--- src/rtl/pico_ctrl.sv ---
`default_nettype none
// +-----------------------------------------------------------------------------+
// | pico_ctrl : picoMips fetch/decode/sequencer feeding the ALU, with switch    |
// |             input and result output valid/ready handshakes.                 |
// | Option    : PICO_HALT_OPCODE_EN turns opcode 7 into HALT (else NOP).        |
// | Revision  : 1.0 - initial release                                           |
// +-----------------------------------------------------------------------------+
module pico_ctrl #(
   parameter int PCW = 5,
   parameter int IW  = 16
) (
   input  logic           Clock,
   input  logic           nReset,
   input  logic [IW-1:0]  Instr,
   output logic [PCW-1:0] InstrAddr,
   input  logic [7:0]     ACC,
   output logic           WE,
   output logic           UseMul,
   output logic           UseA,
   output logic [7:0]     DataA,
   output logic [7:0]     DataB,
   input  logic [7:0]     InData,
   input  logic           InValid,
   output logic           InReady,
   output logic [7:0]     OutData,
   output logic           OutValid,
   input  logic           OutReady
);

   localparam logic [2:0] c_OP_NOP  = 3'd0;
   localparam logic [2:0] c_OP_LDI  = 3'd1;
   localparam logic [2:0] c_OP_ADDI = 3'd2;
   localparam logic [2:0] c_OP_MULI = 3'd3;
   localparam logic [2:0] c_OP_LDIN = 3'd4;
   localparam logic [2:0] c_OP_OUT  = 3'd5;
   localparam logic [2:0] c_OP_BNZ  = 3'd6;
   localparam logic [2:0] c_OP_EXT  = 3'd7;

`ifdef PICO_HALT_OPCODE_EN
   typedef enum logic [1:0] {
      ST_RUN      = 2'd0,
      ST_WAIT_OUT = 2'd1,
      ST_HALT     = 2'd2
   } state_t;
`else
   typedef enum logic [1:0] {
      ST_RUN      = 2'd0,
      ST_WAIT_OUT = 2'd1
   } state_t;
`endif

   state_t         r_state;
   logic [PCW-1:0] r_pc;
   logic [7:0]     r_out_data;
   logic           r_out_valid;

   logic [2:0]     w_opcode;
   logic [7:0]     w_imm;
   logic [PCW-1:0] w_pc_inc;
   logic [PCW-1:0] w_br_target;
   logic           w_unused;

   assign w_opcode    = Instr[IW-1 -: 3];
   assign w_imm       = Instr[7:0];
   assign w_pc_inc    = r_pc + 1'b1;
   assign w_br_target = PCW'(w_imm);
   assign w_unused    = ^Instr[IW-4:8];

   assign InstrAddr = r_pc;
   assign DataA     = ACC;
   assign OutData   = r_out_data;
   assign OutValid  = r_out_valid;

   // ALU controls are decoded straight from the ROM word in RUN only.
   always_comb begin
      WE      = 1'b0;
      UseA    = 1'b0;
      UseMul  = 1'b0;
      DataB   = 8'h00;
      InReady = 1'b0;
      if (r_state == ST_RUN) begin
         case (w_opcode)
            c_OP_LDI: begin
               WE    = 1'b1;
               DataB = w_imm;
            end
            c_OP_ADDI: begin
               WE    = 1'b1;
               UseA  = 1'b1;
               DataB = w_imm;
            end
            c_OP_MULI: begin
               WE     = 1'b1;
               UseA   = 1'b1;
               UseMul = 1'b1;
               DataB  = w_imm;
            end
            c_OP_LDIN: begin
               InReady = 1'b1;
               WE      = InValid;
               DataB   = InData;
            end
            default: ;
         endcase
      end
   end

   always_ff @(posedge Clock or negedge nReset) begin
      if (!nReset) begin
         r_state     <= ST_RUN;
         r_pc        <= '0;
         r_out_data  <= 8'h00;
         r_out_valid <= 1'b0;
      end else begin
         case (r_state)
            ST_RUN: begin
               case (w_opcode)
                  c_OP_NOP, c_OP_LDI, c_OP_ADDI, c_OP_MULI: r_pc <= w_pc_inc;
                  c_OP_LDIN: begin
                     if (InValid) r_pc <= w_pc_inc;
                  end
                  c_OP_OUT: begin
                     r_out_data  <= ACC;
                     r_out_valid <= 1'b1;
                     r_state     <= ST_WAIT_OUT;
                  end
                  c_OP_BNZ: begin
                     r_pc <= (ACC != 8'h00) ? w_br_target : w_pc_inc;
                  end
                  c_OP_EXT: begin
`ifdef PICO_HALT_OPCODE_EN
                     r_out_valid <= 1'b0;
                     r_state     <= ST_HALT;
`else
                     r_pc <= w_pc_inc;
`endif
                  end
                  default: ;
               endcase
            end
            ST_WAIT_OUT: begin
               // OutData stays frozen until the single transfer completes.
               if (OutReady) begin
                  r_out_valid <= 1'b0;
                  r_pc        <= w_pc_inc;
                  r_state     <= ST_RUN;
               end
            end
`ifdef PICO_HALT_OPCODE_EN
            ST_HALT: begin
               r_out_valid <= 1'b0;
            end
`endif
            default: r_state <= ST_RUN;
         endcase
      end
   end

endmodule
`default_nettype wire

--- config.mk ---
export PLATFORM = sky130hd
export DESIGN_NAME = pico_ctrl
export DESIGN_NICKNAME = d
export VERILOG_FILES = /design/src/rtl/pico_ctrl.sv
export SDC_FILE = /design/constraint.sdc
export NUM_CORES = 1
export LEC_CHECK = 0
export ABC_AREA = 1
export BUFFER_PORTS_ARGS = -buffer_cell sky130_fd_sc_hd__buf_4
export CAP_MARGIN = 20
export CELL_PAD_IN_SITES_DETAIL_PLACEMENT = 1
export CELL_PAD_IN_SITES_GLOBAL_PLACEMENT = 2
export CORE_AREA = 3 3 76 78
export CTS_CLUSTER_SIZE = 8
export DETAILED_ROUTE_END_ITERATION = 7
export DIE_AREA = 0 0 79 81
export GPL_ROUTABILITY_DRIVEN = 0
export PLACE_DENSITY = 0.78
export SLEW_MARGIN = 20
export SYNTH_ARGS = -nofsm -noshare
export SYNTH_HDL_FRONTEND = slang
export SYNTH_SLANG_ARGS = --single-unit
--- constraint.sdc ---
create_clock -name Clock -period 1.55 [get_ports Clock]
set_input_delay 0.0775 -clock Clock [delete_from_list [all_inputs] [get_ports Clock]]
set_output_delay 0.0775 -clock Clock [all_outputs]
set_load 0.02 [all_outputs]
==> impl_metrics.ini, run 1 <==
[place]
dp_slack_ps = 217
dp.final_hpwl_um = 2690
io_buffers = 64
dpl_cell_area_um2 = 1530
dp.cells = 260

[die]
row_count = 26
core_area_um2 = 5140
fp.dieArea_um2 = 6400
die_height_um = 81
pin_count = 70
die_w_um = 79
initial_utilization_pct = 19.9

[finish]
layout_common_cells = 69 x buf_4, 39 x nand2_1, 18 x inv_1
diodes = 0
syn_to_final_growth_pct = 62.0
drive_gt1_share_pct = 48.0
final_common_cell = buf_4
fin_cells = 270
finalInstanceArea_um2 = 1650
fin_nets = 238

[worst_setup_path]
critPathKind = reg2out
cp-start-kind = flip-flop
required_ps = 1470
worstPathMaxFanout = 5
crit_arrival_ps = 1340
end_kind = output pin
reg2reg_slack_ps = 200

[logic_synthesis]
synth_warnings = 0
synth_cells = 134
synth_adder_area_share_pct = 1.23
synth_top_family_by_area = simple AND/OR/NAND/NOR gates
synth_area_leaders = dfrtp_1 34%, nand2_1 14%, o21ai_2 7.7%
synthMuxAreaShare_pct = 0
synth_area_um2 = 1020
synth_top_cell_area_share_pct = 34.3
yosys_register_bits = 14
synth-simple-area-share_pct = 35.9
ys_types = 22
yosysTopAreaCell = dfrtp_1
synth_xor_area_share_pct = 2.57
seq_area_frac_synth_pct = 34.3
syn_nets = 171
synth_compound_area_share_pct = 11.6
synth.avg_cell_area_um2 = 7.62

[timing]
slew_headroom_pct = 80.3
fin_crit_ps = 1410
finalHoldViolCount = 0
hold_ws_ps = 96.2
worst_pin_slew_ps = 294
setup_viol = 0
timing.fmax_mhz = 707
slew_violations = 0
layout_setup_ws_ps = 135
fin_tns_setup_ps = 0
finalClockSkew_ps = 2.58
rsz0062_at_grt = no
fin_crit_sh_pct = 91.3

[clock_tree]
cts_max_level = 1
cts_max_path_buffers = 2
tritoncts = done
insertion_delay_ps = 240
cts_made_buffers = 3
cts-root-buf = clkbuf_8
clkTransAtPathRegs_ps = 60
cts.sinks = 14

[global_routing]
grt_pass1_wl_um = 5400
grt_overflow = 0
grt_pass1_vias = 1157
grtUsageTotal_pct = 10.7
grt_antenna_before_repair = 0
grt_start_max_net_pins = 17

[routing]
routed_wl_um = 3240
wl_per_cell_um = 12.0
route.detailed.drc = 0
drt-initial-drc-count = 25
vias = 1079
routed_via_density = 4.00
firstDrtPassIters = 4
ant_nets = 0

[hold_path]
hp-class = in2reg

[flow_run]
max_cap_viol_count = 0

[power]
power_density_nw_per_um2 = 1090
power_leakage_nw = 0.888
irDropWorstVdd_v = 0.000333

[outcome]
outcome = completed
stage by stage:
step                power [W]  utilization, %
floorplan             0.00107               -
global placement      0.00141            29.7
detailed placement    0.00144            29.7
CTS                   0.00183            31.5
global route          0.00196            32.2
finish                0.00180            32.2
synth_stat cells:
library cell	n
nor2_4	3
dfrtp_1	14
o21ai_2	9
o21ai_0	2
nor3_1	1
buf_4	9
xnor2_1	1
or2_1	1
nor2_8	1
nor2_1	7
or2_4	1
ha_1	1
inv_2	3
nand4_4	1
nand2_1	39
nand3_1	15
nand2_4	1
nand2_2	1
nor4_1	1
xor2_1	2
a32o_1	3
inv_1	18
cells by family after synthesis:
family / after synthesis
xor+xnor: 3
simple gates: 72
compound gates: 14
fa+ha+maj: 1
buf+inv: 30
flops: 14
worst paths after layout:
kind | end | depth (start not counted) | startpoint
max in group asynchronous | OutValid | 2 | nReset
setup reg to reg | InstrAddr[1] | 8 | OutValid
hold / removal | OutData[0] | 3 | ACC[0]
hold reg to reg | OutData[7] | 2 | OutData[7]
setup / recovery | DataB[0] | 6 | OutValid
min in group asynchronous | OutData[4] | 2 | nReset
sequential cells by signal, summed over array words and instances (netlist names):
| name | flops |
|---|---|
| InstrAddr | 5 |
| OutData | 8 |
| OutValid | 1 |
per-layer routing:
metal / up-vias / track usage [%] / part of all wire (%)
li1: 552 / - / -
met1: 486 / 13.3 / 40
met2: 41 / 18.5 / 51
met3: 0 / 3.99 / 9.3
met4: 0 / 1.03 / 0
met5: - / 0 / 0
repair_timing:
action,CTS,global route
buffers inserted,1,3
gates resized for setup,2,6
pin swaps,1,1
cloned,1,0
endpoints found under the hold margin,14,0
hold buffers,1,0
endpoints found under the setup margin,9,9
layout make-up:
type | instances | area (um2)
Tap cell | 70 | 87.6
Inverter | 21 | 83.8
Sequential cell | 14 | 352
Multi-Input combinational cell | 91 | 548
Fill cell | 670 | 3490
Clock buffer | 4 | 55.1
Timing Repair Buffer | 70 | 528
critical path, stage by stage, from the launching register on:
cell      delay (ps)
dfrtp_2          460
clkinv_4          80
nand2_4           70
nor2_4           180
nand2_1           70
o21ai_1           70
buf_4            150
report_power, final:
| group | switching [W] | total (W) | internal (W) |
|---|---|---|---|
| Combinational | 0.000470 | 0.000860 | 0.000391 |
| Clock | 0.000135 | 0.000360 | 0.000225 |
| Sequential | 0.000104 | 0.000577 | 0.000473 |
| Total | 0.000709 | 0.00180 | 0.00109 |
No activity file was read; power rests on OpenSTA's default activity.
==> inputs of run 2 (changes only) <==
- CORE_AREA: 3 3 76 78 -> 2 2 75 77
- DIE_AREA: 0 0 79 81 -> 0 0 77 79
==> impl_metrics.ini, run 2 (same netlist as run 1, synthesis figures left out) <==
[worst_setup_path]
reg2reg_slack_ps = 300
slowest_delay_ps = 450
cp-start-kind = flip-flop
critPathTopFamily = flip-flops
timing.rr.end = InstrAddr[0]
worstPathMaxFanout = 6
worstPathCellList = clkinv_4, nand2_4, nor2_4, nand2_1, o21ai_0, buf_4
cp_num_buf_inv = 2
end_kind = output pin
crit_arrival_ps = 1350
crit_cells = 6
r2r_cells = 6
crit_end = DataB[0]
timing.rr.start = OutValid
slowest_stage = dfrtp_2
required_ps = 1470
critPathKind = reg2out
critPathLaunch = OutValid

[finish]
largest_register_ffs = 8
fin_cells = 270
syn_to_final_growth_pct = 59.8
drive_gt1_share_pct = 47.5
fin_nets = 236
layout_common_cells = 67 x buf_4, 39 x nand2_1, 18 x inv_1
final_common_cell = buf_4
finish.utilization_pct = 30.6
diodes = 0

[timing]
rsz0062_at_grt = no
worst_pin_slew_ps = 239
finalClockSkew_ps = 3.27
fin_crit_sh_pct = 92.0
setup_viol = 0
fin_crit_ps = 1430
finalHoldViolCount = 0
fin_tns_setup_ps = 0
slew_headroom_pct = 83.9
slew_violations = 0
timing.fmax_mhz = 701
layout_setup_ws_ps = 123

[die]
initial_utilization_pct = 19.1
die_w_um = 77
pin_count = 70
core_area_um2 = 5340
die_height_um = 79
row_count = 27
fp.dieArea_um2 = 6080

[routing]
wl_per_cell_um = 11.3
routed_wl_um = 3040
ant_nets = 0
route.detailed.drc = 0
vias = 1089
routed_via_density = 4.03
drt-initial-drc-count = 37
firstDrtPassIters = 4

[place]
dp_slack_ps = 188
io_buffers = 64
dp.cells = 262
dp.final_hpwl_um = 2500

[clock_tree]
tritoncts = done
insertion_delay_ps = 240
cts_made_buffers = 3
cts.sinks = 14
clkTransAtPathRegs_ps = 60
cts-root-buf = clkbuf_8
cts_max_level = 1
cts_max_path_buffers = 2

[hold_path]
hp-class = in2reg

[global_routing]
grtUsageTotal_pct = 9.91
grt_start_max_net_pins = 17
grt_pass1_vias = 1113
grt_antenna_before_repair = 0
grt_pass1_wl_um = 4920
grt_overflow = 0

[power]
power_leakage_nw = 0.877
p_total_w = 0.00178
irDropWorstVdd_v = 0.000416
power_density_nw_per_um2 = 1090

[flow_run]
max_cap_viol_count = 0

[outcome]
outcome = completed
-- run 2: cell types whose count changed in the layout (fill, tap and decap cells not counted) --
cell     delta
o21ai_0     +1
buf_4       -2
nor2_2      +2
o21ai_1     -1
nor2_4      -2
-- run 2: worst register-to-register path: stages, from the launching register on --
cell and delay, ps:
dfrtp_2 450, or2_1 270, nor2_4 170, nor2_8 70
inv_2 100, nand2_1 60, nand2_1 80
-- run 2: worst min-delay path by stage --
stage,end,cells after the start,slack [ps],from
floorplan,InstrAddr[0],0,-220,nReset
global placement,OutData[4],1,-60,nReset
detailed placement,OutData[4],1,-50,nReset
CTS,OutData[2],3,100,ACC[2]
global route,OutData[7],3,100,ACC[7]
finish,OutData[2],3,100,ACC[2]
-- run 2: through the flow --
stage / instance area [um2] / hold WS (ps)
2_1_floorplan: 1020 / -218
3_3_place_gp: 1530 / -56.8
3_5_place_dp: 1530 / -53.4
4_1_cts: 1610 / 95.0
5_1_grt: 1630 / 99.8
6_report: 1630 / 99.0
-- run 2: final cells by class --
type	instances	area, um2
Fill cell	687	3710
Clock buffer	4	55.1
Timing Repair Buffer	68	513
Tap cell	72	90.1
Multi-Input combinational cell	91	538
Sequential cell	14	352
Inverter	21	83.8
-- run 2: where the power goes --
group	internal [W]	switching, W	total (W)	leakage, nW
Sequential	0.000473	0.000103	0.000577	0.171
Clock	0.000225	0.000129	0.000354	0.0288
Combinational	0.000384	0.000462	0.000845	0.677
Total	0.00108	0.000694	0.00178	0.877
-- run 2: repair_timing --
action	4_1_cts	5_1_grt
gates resized for setup	1	4
cloned	1	0
endpoints found under the setup margin	9	9
pin swaps	1	1
setup buffers	1	1
endpoints found under the hold margin	14	0
hold buffers	1	0
-- run 2: routing by layer --
| metal | wire length (um) | up-vias | global-route usage, % |
|---|---|---|---|
| met5 | 0 | - | 0 |
| li1 | - | 544 | - |
| met1 | 1320 | 500 | 12.6 |
| met3 | 213 | 2 | 2.27 |
| met2 | 1500 | 43 | 17.3 |
| met4 | 9 | 0 | 2.14 |
